### src/rtl/param_bank_pkg.sv
// Shared types and constants for the UART parameter bank.
package param_bank_pkg;

  // Command sequencer states
  typedef enum logic [1:0] {
    ST_RECV      = 2'd0,
    ST_EXEC      = 2'd1,
    ST_SEND      = 2'd2,
    ST_SEND_WAIT = 2'd3
  } state_t;

  // Control byte layout: {read, addr[6:0]}
  localparam int unsigned CTRL_READ_BIT = 7;
  localparam int unsigned CTRL_ADDR_MSB = 6;
  localparam int unsigned UPD_ADDR_W    = 7;

  // upd_addr value reported when the whole bank is committed at once
  localparam logic [UPD_ADDR_W-1:0] ADDR_ALL = 7'h7F;

  // Register indices inherited from the single-word pulse-parameter loader
  localparam logic [UPD_ADDR_W-1:0] ADDR_DELAY    = 7'd0;
  localparam logic [UPD_ADDR_W-1:0] ADDR_PERIOD   = 7'd1;
  localparam logic [UPD_ADDR_W-1:0] ADDR_PULSE1   = 7'd2;
  localparam logic [UPD_ADDR_W-1:0] ADDR_PULSE2   = 7'd3;
  localparam logic [UPD_ADDR_W-1:0] ADDR_BLOCK    = 7'd4;
  localparam logic [UPD_ADDR_W-1:0] ADDR_CPMG     = 7'd5;
  localparam logic [UPD_ADDR_W-1:0] ADDR_ATT      = 7'd6;
  localparam logic [UPD_ADDR_W-1:0] ADDR_NUTATION = 7'd7;

endpackage

### src/rtl/param_frame_rx.sv
// Frame assembler: detects rx_valid rising edges, collects PAYLOAD_BYTES
// little-endian data bytes plus a control byte, and discards a partial
// frame after TIMEOUT_CYC idle cycles (0 disables the timeout).
module param_frame_rx
  import param_bank_pkg::*;
#(
  parameter int unsigned PAYLOAD_BYTES = 4,
  parameter int unsigned TIMEOUT_CYC   = 2_000_000
) (
  input  logic                         clk,
  input  logic                         rst,
  input  logic                         rx_valid,
  input  logic [7:0]                   rx_byte,
  input  logic                         enable,
  output logic                         frame_valid,
  output logic [8*PAYLOAD_BYTES-1:0]   payload,
  output logic [7:0]                   ctrl,
  output logic                         timeout
);

  localparam int unsigned CNT_W = $clog2(PAYLOAD_BYTES + 1);
  localparam int unsigned TO_W  = (TIMEOUT_CYC > 1) ? $clog2(TIMEOUT_CYC) : 1;
  localparam logic [TO_W-1:0] TO_LAST = TO_W'((TIMEOUT_CYC == 0) ? 0 : TIMEOUT_CYC - 1);

  logic             rx_valid_q;
  logic [CNT_W-1:0] cnt;
  logic [TO_W-1:0]  to_cnt;
  logic             rx_edge_c;
  logic             to_fire_c;

  assign rx_edge_c = rx_valid & ~rx_valid_q;
  // Fires on the TIMEOUT_CYC-th idle cycle; takes priority over a coincident byte
  assign to_fire_c = (TIMEOUT_CYC != 0) && enable && (cnt != '0) && (to_cnt == TO_LAST);

  // Previous rx_valid for edge detection; tracked even while disabled so
  // edges during the response phase are consumed and dropped
  always_ff @(posedge clk or posedge rst) begin
    if (rst) rx_valid_q <= 1'b0;
    else     rx_valid_q <= rx_valid;
  end

  // Byte assembly, frame completion and inter-byte timeout
  always_ff @(posedge clk or posedge rst) begin
    if (rst) begin
      cnt         <= '0;
      to_cnt      <= '0;
      frame_valid <= 1'b0;
      timeout     <= 1'b0;
      payload     <= '0;
      ctrl        <= '0;
    end else begin
      frame_valid <= 1'b0;
      timeout     <= 1'b0;
      if (to_fire_c) begin
        cnt     <= '0;
        to_cnt  <= '0;
        timeout <= 1'b1;
      end else if (enable && rx_edge_c) begin
        to_cnt <= '0;
        if (cnt == CNT_W'(PAYLOAD_BYTES)) begin
          ctrl        <= rx_byte;
          cnt         <= '0;
          frame_valid <= 1'b1;
        end else begin
          for (int unsigned i = 0; i < PAYLOAD_BYTES; i++) begin
            if (cnt == CNT_W'(i)) payload[8*i +: 8] <= rx_byte;
          end
          cnt <= cnt + CNT_W'(1);
        end
      end else if (enable && (cnt != '0) && (TIMEOUT_CYC != 0)) begin
        to_cnt <= to_cnt + TO_W'(1);
      end else if (cnt == '0) begin
        to_cnt <= '0;
      end
    end
  end

endmodule

### src/rtl/uart_param_bank.sv
// UART-addressed parameter register bank with read-back, address checking,
// inter-byte timeout and per-write update strobes.
// Optional feature macro: PARAM_BANK_SHADOW_COMMIT_EN (writes land in a shadow
// bank that is copied to regs_flat on the commit input).
module uart_param_bank
  import param_bank_pkg::*;
#(
  parameter int unsigned NUM_REGS      = 16,
  parameter int unsigned REG_W         = 32,
  parameter int unsigned PAYLOAD_BYTES = 4,
  parameter logic [NUM_REGS*REG_W-1:0] RESET_VALS = '0,
  parameter int unsigned TIMEOUT_CYC   = 2_000_000
) (
  input  logic                        clk,
  input  logic                        rst,
  input  logic                        rx_valid,
  input  logic [7:0]                  rx_byte,
  input  logic                        tx_busy,
`ifdef PARAM_BANK_SHADOW_COMMIT_EN
  input  logic                        commit,
`endif
  output logic                        tx_start,
  output logic [7:0]                  tx_byte,
  output logic [NUM_REGS*REG_W-1:0]   regs_flat,
  output logic                        upd_strobe,
  output logic [UPD_ADDR_W-1:0]       upd_addr,
  output logic                        rx_done,
  output logic                        frame_err
);

  localparam int unsigned PL_W   = 8 * PAYLOAD_BYTES;
  localparam int unsigned RESP_N = PAYLOAD_BYTES + 1;
  localparam int unsigned IDX_W  = $clog2(RESP_N + 1);

  logic                  frame_valid;
  logic                  to_pulse;
  logic [PL_W-1:0]       payload;
  logic [7:0]            ctrl;
  logic                  rx_en_c;

  state_t                state;
  logic [7:0]            resp [RESP_N];
  logic [IDX_W-1:0]      resp_len;
  logic [IDX_W-1:0]      resp_idx;
  logic [1:0]            guard;

  // Bank targeted by writes and read-back (the shadow bank when committing)
  logic [REG_W-1:0]      wr_bank [NUM_REGS];

  logic [UPD_ADDR_W-1:0] addr_c;
  logic                  is_read_c;
  logic                  addr_ok_c;
  logic                  exec_we_c;
  logic [7:0]            chk_c;
  logic [7:0]            rsum_c;
  logic [PL_W-1:0]       rdata_c;

  assign rx_en_c = (state == ST_RECV) && !frame_valid;

  param_frame_rx #(
    .PAYLOAD_BYTES (PAYLOAD_BYTES),
    .TIMEOUT_CYC   (TIMEOUT_CYC)
  ) u_frame_rx (
    .clk         (clk),
    .rst         (rst),
    .rx_valid    (rx_valid),
    .rx_byte     (rx_byte),
    .enable      (rx_en_c),
    .frame_valid (frame_valid),
    .payload     (payload),
    .ctrl        (ctrl),
    .timeout     (to_pulse)
  );

  assign addr_c    = ctrl[CTRL_ADDR_MSB:0];
  assign is_read_c = ctrl[CTRL_READ_BIT];
  assign addr_ok_c = 32'(addr_c) < NUM_REGS;
  assign exec_we_c = (state == ST_EXEC) && !is_read_c && addr_ok_c;

  // Payload checksum, read-back word and read-back checksum
  always_comb begin
    chk_c   = '0;
    rsum_c  = '0;
    rdata_c = '0;
    for (int unsigned i = 0; i < PAYLOAD_BYTES; i++) begin
      chk_c = chk_c + payload[8*i +: 8];
    end
    for (int unsigned r = 0; r < NUM_REGS; r++) begin
      if (addr_c == UPD_ADDR_W'(r)) rdata_c[REG_W-1:0] = wr_bank[r];
    end
    for (int unsigned i = 0; i < PAYLOAD_BYTES; i++) begin
      rsum_c = rsum_c + rdata_c[8*i +: 8];
    end
  end

  // Command sequencer: execute, then stream response bytes to the UART
  always_ff @(posedge clk or posedge rst) begin
    if (rst) begin
      state     <= ST_RECV;
      resp_len  <= '0;
      resp_idx  <= '0;
      guard     <= '0;
      tx_start  <= 1'b0;
      tx_byte   <= '0;
      rx_done   <= 1'b0;
      frame_err <= 1'b0;
      for (int unsigned i = 0; i < RESP_N; i++) resp[i] <= '0;
    end else begin
      tx_start <= 1'b0;
      if (to_pulse) frame_err <= 1'b1;
      case (state)
        ST_RECV: begin
          if (frame_valid) state <= ST_EXEC;
        end
        ST_EXEC: begin
          resp_idx <= '0;
          rx_done  <= 1'b1;
          state    <= ST_SEND;
          if (!addr_ok_c) begin
            frame_err <= 1'b1;
            resp[0]   <= ~chk_c;
            resp_len  <= IDX_W'(1);
          end else if (is_read_c) begin
            for (int unsigned i = 0; i < PAYLOAD_BYTES; i++) resp[i] <= rdata_c[8*i +: 8];
            resp[PAYLOAD_BYTES] <= rsum_c;
            resp_len            <= IDX_W'(RESP_N);
          end else begin
            resp[0]  <= chk_c;
            resp_len <= IDX_W'(1);
          end
        end
        ST_SEND: begin
          if (!tx_busy) begin
            tx_start <= 1'b1;
            for (int unsigned i = 0; i < RESP_N; i++) begin
              if (resp_idx == IDX_W'(i)) tx_byte <= resp[i];
            end
            resp_idx <= resp_idx + IDX_W'(1);
            guard    <= '0;
            state    <= ST_SEND_WAIT;
          end
        end
        ST_SEND_WAIT: begin
          // tx_busy may lag tx_start, so it is not trusted for two cycles
          if (guard != 2'd2) begin
            guard <= guard + 2'd1;
          end else if (!tx_busy) begin
            if (resp_idx == resp_len) begin
              rx_done <= 1'b0;
              state   <= ST_RECV;
            end else begin
              state <= ST_SEND;
            end
          end
        end
        default: state <= ST_RECV;
      endcase
    end
  end

  // Register write from a valid write command
  always_ff @(posedge clk or posedge rst) begin
    if (rst) begin
      for (int unsigned r = 0; r < NUM_REGS; r++) wr_bank[r] <= RESET_VALS[r*REG_W +: REG_W];
    end else if (exec_we_c) begin
      for (int unsigned r = 0; r < NUM_REGS; r++) begin
        if (addr_c == UPD_ADDR_W'(r)) wr_bank[r] <= payload[REG_W-1:0];
      end
    end
  end

`ifdef PARAM_BANK_SHADOW_COMMIT_EN
  logic [REG_W-1:0] act_bank [NUM_REGS];

  // Whole-bank copy from shadow to active on commit
  always_ff @(posedge clk or posedge rst) begin
    if (rst) begin
      upd_strobe <= 1'b0;
      upd_addr   <= '0;
      for (int unsigned r = 0; r < NUM_REGS; r++) act_bank[r] <= RESET_VALS[r*REG_W +: REG_W];
    end else begin
      upd_strobe <= commit;
      if (commit) begin
        upd_addr <= ADDR_ALL;
        for (int unsigned r = 0; r < NUM_REGS; r++) act_bank[r] <= wr_bank[r];
      end
    end
  end

  for (genvar g = 0; g < NUM_REGS; g++) begin : g_flat
    assign regs_flat[g*REG_W +: REG_W] = act_bank[g];
  end
`else
  // Update strobe one cycle after each direct register write
  always_ff @(posedge clk or posedge rst) begin
    if (rst) begin
      upd_strobe <= 1'b0;
      upd_addr   <= '0;
    end else begin
      upd_strobe <= exec_we_c;
      if (exec_we_c) upd_addr <= addr_c;
    end
  end

  for (genvar g = 0; g < NUM_REGS; g++) begin : g_flat
    assign regs_flat[g*REG_W +: REG_W] = wr_bank[g];
  end
`endif

endmodule

### config.mk
export PLATFORM = sky130hd
export DESIGN_NAME = uart_param_bank
export DESIGN_NICKNAME = d
export VERILOG_FILES = /design/src/rtl/param_bank_pkg.sv /design/src/rtl/param_frame_rx.sv /design/src/rtl/uart_param_bank.sv
export SDC_FILE = /design/constraint.sdc
export NUM_CORES = 1
export LEC_CHECK = 0
export BUFFER_PORTS_ARGS = -buffer_cell sky130_fd_sc_hd__buf_2
export CORE_MARGIN = 3
export CORE_UTILIZATION = 36
export DETAILED_ROUTE_END_ITERATION = 10
export SETUP_SLACK_MARGIN = 0.02
export SLEW_MARGIN = 20
export SYNTH_ARGS = -nofsm -noshare
export SYNTH_HDL_FRONTEND = slang
export SYNTH_SLANG_ARGS = --single-unit
### constraint.sdc
create_clock -name clk -period 18.3 [get_ports clk]
set_input_delay 0.915 -clock clk [delete_from_list [all_inputs] [get_ports clk]]
set_output_delay 0.915 -clock clk [all_outputs]
set_load 0.03 [all_outputs]
==> impl_metrics.toml, run 1 <==
[power_and_ir_drop]
power.total_uw = 3170
leakagePower_uw = 0.0196
pwr_density_cell_nw_per_um2 = 85.6
vdd_drop_max_mv = 0.0574

[sta]
relSlewSlack = 0.205
worstMarginPinSlew_ns = 1.19
period_share = 0.389
hold_slack_ns = 0.435
finClkSkew_ns = 0.0306
rsz0062_at_grt = "no"
fin_setup_tns_ns = 0
fmax_ghz = 0.140
setup_viol = 0
drv_slew = 0
period_minus_slack_ns = 7.12
hold_viol_final = 0

[setup_path]
worst_path_largest_cell_delay_ns = 0.70
cp-end-kind = "register"
path_max_fanout = 48
crit_chain = "buf_4 > buf_4 > and2_0 > buf_4 > nand3_2 > and2_1 > a31oi_1 > nor2_1 > o32a_1 > o21ai_2 > fa_1 > fa_1 > ha_1 > inv_1 > fa_1 > inv_1 > a21oi_1 > o21bai_1 > a21o_1 > a21oi_1 > xnor2_1 > xnor3_1 > o21ai_1"
start_kind = "register"
crit_required_ns = 18.83
cp_data_arrival_time_ns = 7.65
crit_path_start = "u_frame_rx.ctrl[0]$_DFFE_PP0P_"
critical_path_class = "register to register"
r2r_start = "u_frame_rx.ctrl[0]$_DFFE_PP0P_"
critPathSlowestCell = "buf_4"
critPathBufInv = 5
ff2ff_setup_slack_ns = 11.18
crit_family = "buffers and inverters"

[logic_synthesis]
async_reset_ff_frac = 1.00
synthFlopType = "dfrtp_1"
ys_warn_count = 0
yosysMostFrequentCell = "dfrtp_1"
avgSynthCellArea_um2 = 12.5
yosysTopAreaCell = "dfrtp_1"
synth_edf_count = 0
synth_top_area_share = 0.526
synth_cell_types = 86
synth_area_um2 = 30800
synth_fp_nets = 2533
synth_common_cells = "dfrtp_1 (647), mux2_2 (579), nand2_1 (144)"
ys_ff_latch = 647
synth_cells = 2467
yosysSeqAreaShare = 0.526
synthTopCellsByArea = "dfrtp_1 (53%), mux2_2 (21%), mux4_2 (2.3%), o21ai_0 (2.1%), fa_1 (1.8%)"

[floorplanning]
die_width_um = 299
core_um2 = 84200
dieHeight_um = 299
start_util = 0.366
rows = 106
ios = 543
die_area_um2 = 89100

[clock_network]
clock_latency_ns = 0.63
clk_pin_slew_worst_paths_ns = 0.06
cts_inserted_buffers = 72
cts_tree = "done"
h-tree-depth = 3
cts.sink_count = 647
ctsRootBufferMaster = "clkbuf_16"
cts_resized = 0
cts_setup_buffers = 0
cts_max_path_buffers = 3
holdBufCountCts = 0

[global_routing]
overflow = 0
grt_max_degree = 174
grt_pass1_vias = 23700
grt_usage = 0.288
grt_pass1_wl_mm = 185
antenna_found_initial = 9

[route]
drt_iter0_drc = 2437
wl_per_cell_um = 31.6
vias = 24200
ant_nets = 0
post-route-drc-count = 0
wl_mm = 131
vias_per_cell = 5.83
dr.pass1.iters = 5

[place]
numPortBuffers = 542
gp_congestion = 0.944
dpl.hpwl_mm = 95.7
dpl_cell_area_um2 = 34600

[final_layout]
fill_cells = 7924
areaGrowthSynthToFinish_pct = 20.1
fin_util = 0.439
multi_input_comb_area_um2 = 13700
nets = 3024
drive_gt1_frac = 0.457
post-route-cell-area_um2 = 37000
seqCellArea_um2 = 16200

[run]
drv_cap = 0

[outcome]
status = "finished clean"

[hold_path]
hp-start = "u_frame_rx.timeout$_DFF_PP0_"
min_path_type = "register to register"
## stage by stage
stage          std cells  setup WS, ns
4_1_cts             4147         11.31
2_1_floorplan       2467          8.54
5_1_grt             4149         10.88
3_5_place_dp        4017         11.33
6_report            4151         11.18
3_3_place_gp        4017         11.39
## flip-flops by register name, summed over array words and instances, names as in the netlist
| register | count |
|---|---|
| upd_addr | 7 |
| u_frame_rx.timeout | 1 |
| u_frame_rx.frame_valid | 1 |
| state | 2 |
| u_frame_rx.ctrl | 8 |
| u_frame_rx.to_cnt | 21 |
| resp_len | 2 |
| resp_idx | 3 |
| resp | 40 |
| rx_done | 1 |
| u_frame_rx.cnt | 3 |
| guard | 2 |
| u_frame_rx.payload | 32 |
| tx_byte | 8 |
| frame_err | 1 |
| upd_strobe | 1 |
| tx_start | 1 |
| regs_flat | 512 |
| u_frame_rx.rx_valid_q | 1 |
## worst paths after layout
path                                                  end  depth (start not counted)
max                                   resp[7]$_DFFE_PP0P_                         23
min                                   frame_err$_DFF_PP0_                          1
max reg2reg                           resp[7]$_DFFE_PP0P_                         23
min reg2reg                           frame_err$_DFF_PP0_                          1
max in group asynchronous  u_frame_rx.ctrl[0]$_DFFE_PP0P_                          4
min in group asynchronous       regs_flat[29]$_DFFE_PP0P_                          2
## area by class of cell
type / instances / area share
Antenna cell: 3 / 0.000203
Clock buffer: 109 / 0.0579
Clock inverter: 21 / 0.00500
Inverter: 50 / 0.00517
Multi-Input combinational cell: 1588 / 0.370
Sequential cell: 647 / 0.438
Tap cell: 1134 / 0.0383
Timing Repair Buffer: 599 / 0.0861
## cells in the final DEF, fill, tap and decap left out, drive strengths merged, types with 28 or more instances in the layout
cell,count
fa,28
clkbuf,109
inv,50
o22ai,46
nand3,30
mux2,582
buf,599
dfrtp,647
a22oi,30
mux4,32
nor2,142
o21ai,135
a21oi,88
nand2,146
mux2i,35
## metal layers
| layer | vias up | global-route usage | share of wire |
|---|---|---|---|
| met5 | - | 0 | 0.00034 |
| met4 | 8 | 0.115 | 0.046 |
| met3 | 269 | 0.0839 | 0.10 |
| met2 | 1298 | 0.458 | 0.46 |
| met1 | 12700 | 0.369 | 0.39 |
| li1 | 9940 | - | - |
## kinds of logic after synthesis
group	Yosys count	share of synthesized area
compound gates	442	0.0919
fa+ha+maj	54	0.0288
xor+xnor	40	0.0118
simple gates	403	0.0602
buf+inv	232	0.0342
flops	647	0.526
mux	649	0.248
## where the power goes
part | switching (µW) | internal (µW) | leakage, µW
combinational | 152 | 57.3 | 0.00948
clock | 623 | 827 | 0.00115
sequential | 52.4 | 1460 | 0.00898
No activity file was read; power rests on OpenSTA's default activity.
==> inputs of run 2 (changes only) <==
- clock period: 18.3 -> 5.85 ns (I/O delays scaled with it)
==> run 2 against run 1 <==
Clock power increased to 3.1 times the previous value. Total power grew to 3.1 times the previous value. Highest routed layer unchanged. Largest power group unchanged. Global-route usage grew 0.33 points. Clock-buffer cell count grew 1.
==> impl_metrics.toml, run 2 (synthesized netlist as in run 1, its figures left out) <==
[outcome]
status = "finished clean"

[floorplanning]
core_um2 = 84200
die_width_um = 299
dieHeight_um = 299
rows = 106
die_area_um2 = 89100
start_util = 0.366
ios = 543

[sta]
drv_slew = 0
setup_viol = 0
worstMarginPinSlew_ns = 1.15
fin_ws_ns = 0.373
rsz0062_at_grt = "no"
fin_setup_tns_ns = 0
hold_viol_final = 0
fmax_ghz = 0.183
relSlewSlack = 0.231
finClkSkew_ns = 0.0195
period_share = 0.936
hold_slack_ns = 0.0471
period_minus_slack_ns = 5.48

[place]
place_inst = 4054
numPortBuffers = 542
dpl.hpwl_mm = 99.9
gp_congestion = 0.979
dp_slack_ns = 0.425

[setup_path]
cp-end-kind = "register"
path_max_fanout = 20
start_kind = "register"
crit_required_ns = 6.38
cp_data_arrival_time_ns = 6.01
critical_path_class = "register to register"

[final_layout]
final_cell_mix = "dfrtp_1 (644), mux2_2 (579), buf_2 (542)"
nets = 3065
fill_cells = 7994
drive_gt1_frac = 0.461
final_common_cell = "dfrtp_1"
stdcell_count = 4196
areaGrowthSynthToFinish_pct = 21.4
largest_reg_flops = 512

[clock_network]
clk_pin_slew_worst_paths_ns = 0.06
cts_tree = "done"
cts_inserted_buffers = 72
ctsRootBufferMaster = "clkbuf_16"
cts_max_path_buffers = 3
h-tree-depth = 3
cts_setup_buffers = 0
clock_latency_ns = 0.62
cts.sink_count = 647

[power_and_ir_drop]
leakagePower_uw = 0.0198
power.total_uw = 9920
pwr_density_cell_nw_per_um2 = 265
vdd_drop_max_mv = 0.201

[route]
drt_iter0_drc = 2121
ant_nets = 0
vias = 24200
dr.pass1.iters = 6
wl_per_cell_um = 31.6
vias_per_cell = 5.77
post-route-drc-count = 0
wl_mm = 133

[global_routing]
antenna_found_initial = 6
grt_usage = 0.291
grt_pass1_wl_mm = 186
grt_pass1_vias = 23700
overflow = 0
grt_max_degree = 127

[hold_path]
min_path_type = "input port to register"

[run]
drv_cap = 0
[run 2: cell types whose count changed in the layout (fill, tap and decap cells not counted), sizes merged]
| cell | change |
|---|---|
| bufinv | +2 |
| clkinvlp | +1 |
| dlygate4sd3 | +5 |
| diode | +2 |
| buf | +36 |
| clkbuf | +1 |
| inv | +3 |
| clkinv | -5 |
[run 2: layer usage]
| layer | up-vias | GRT usage | wire length, µm |
|---|---|---|---|
| met2 | 1190 | 0.469 | 62300 |
| met3 | 238 | 0.0713 | 11900 |
| met1 | 12700 | 0.380 | 52800 |
| met5 | - | 0 | 13 |
| met4 | 2 | 0.110 | 5590 |
| li1 | 10000 | - | - |
[run 2: critical path, cell delays in order, from the launching register on]
cell      delay [ns]
dfrtp_1         0.49
nor3_2          0.27
buf_4           0.31
nand2_1         0.14
buf_4           0.21
nor2_1          0.23
a211oi_1        0.12
o21ai_0         0.13
nand2b_1        0.09
a31oi_1         0.47
fa_1            0.53
fa_1            0.50
ha_1            0.17
inv_1           0.06
fa_1            0.46
inv_1           0.07
a21oi_1         0.06
o21bai_1        0.21
a21o_1          0.15
a21oi_1         0.07
xnor2_1         0.19
xnor3_1         0.34
o21ai_1         0.12
[run 2: metrics by stage]
stage / cell area (µm²) / utilization
detailed placement: 35000 / 0.415
global placement: 35000 / 0.415
finish: 37400 / 0.444
CTS: 37400 / 0.444
global route: 37400 / 0.444
floorplan: 30800 / -
[run 2: cell type report]
cell class	instances	area [µm²]	share of cell area
tap	1134	1420	0.0379
antenna	5	12.5	0.000335
clock inverter	22	246	0.00659
clock buffer	110	2110	0.0563
inverter	50	191	0.00512
timing repair buffer	640	3550	0.0949
sequential	647	16200	0.433
multi-input combinational	1588	13700	0.366
[run 2: path summary, 6_finish.rpt]
path                       cells past startpoint  slack (ns)                           start                                 end
setup reg to reg                              22        0.37  u_frame_rx.ctrl[6]$_DFFE_PP0P_                 resp[7]$_DFFE_PP0P_
min in group asynchronous                      3        0.30                             rst          regs_flat[214]$_DFFE_PP0P_
max in group asynchronous                      5        4.10                             rst          regs_flat[411]$_DFFE_PP0P_
hold / removal                                 2        0.05                      rx_byte[4]  u_frame_rx.payload[28]$_DFFE_PP0P_
hold reg to reg                                1        0.44    u_frame_rx.timeout$_DFF_PP0_                 frame_err$_DFF_PP0_
setup / recovery                              22        0.37  u_frame_rx.ctrl[6]$_DFFE_PP0P_                 resp[7]$_DFFE_PP0P_
[run 2: what timing repair did]
item                       CTS  global route
resized for setup            0             1
hold endpoints to repair    23             0
setup endpoints to repair    0             1
hold buffers                 5             0
[run 2: power breakdown]
group | internal, µW | total, µW | switching [µW]
combinational | 182 | 634 | 452
sequential | 4560 | 4730 | 169
clock | 2640 | 4550 | 1920
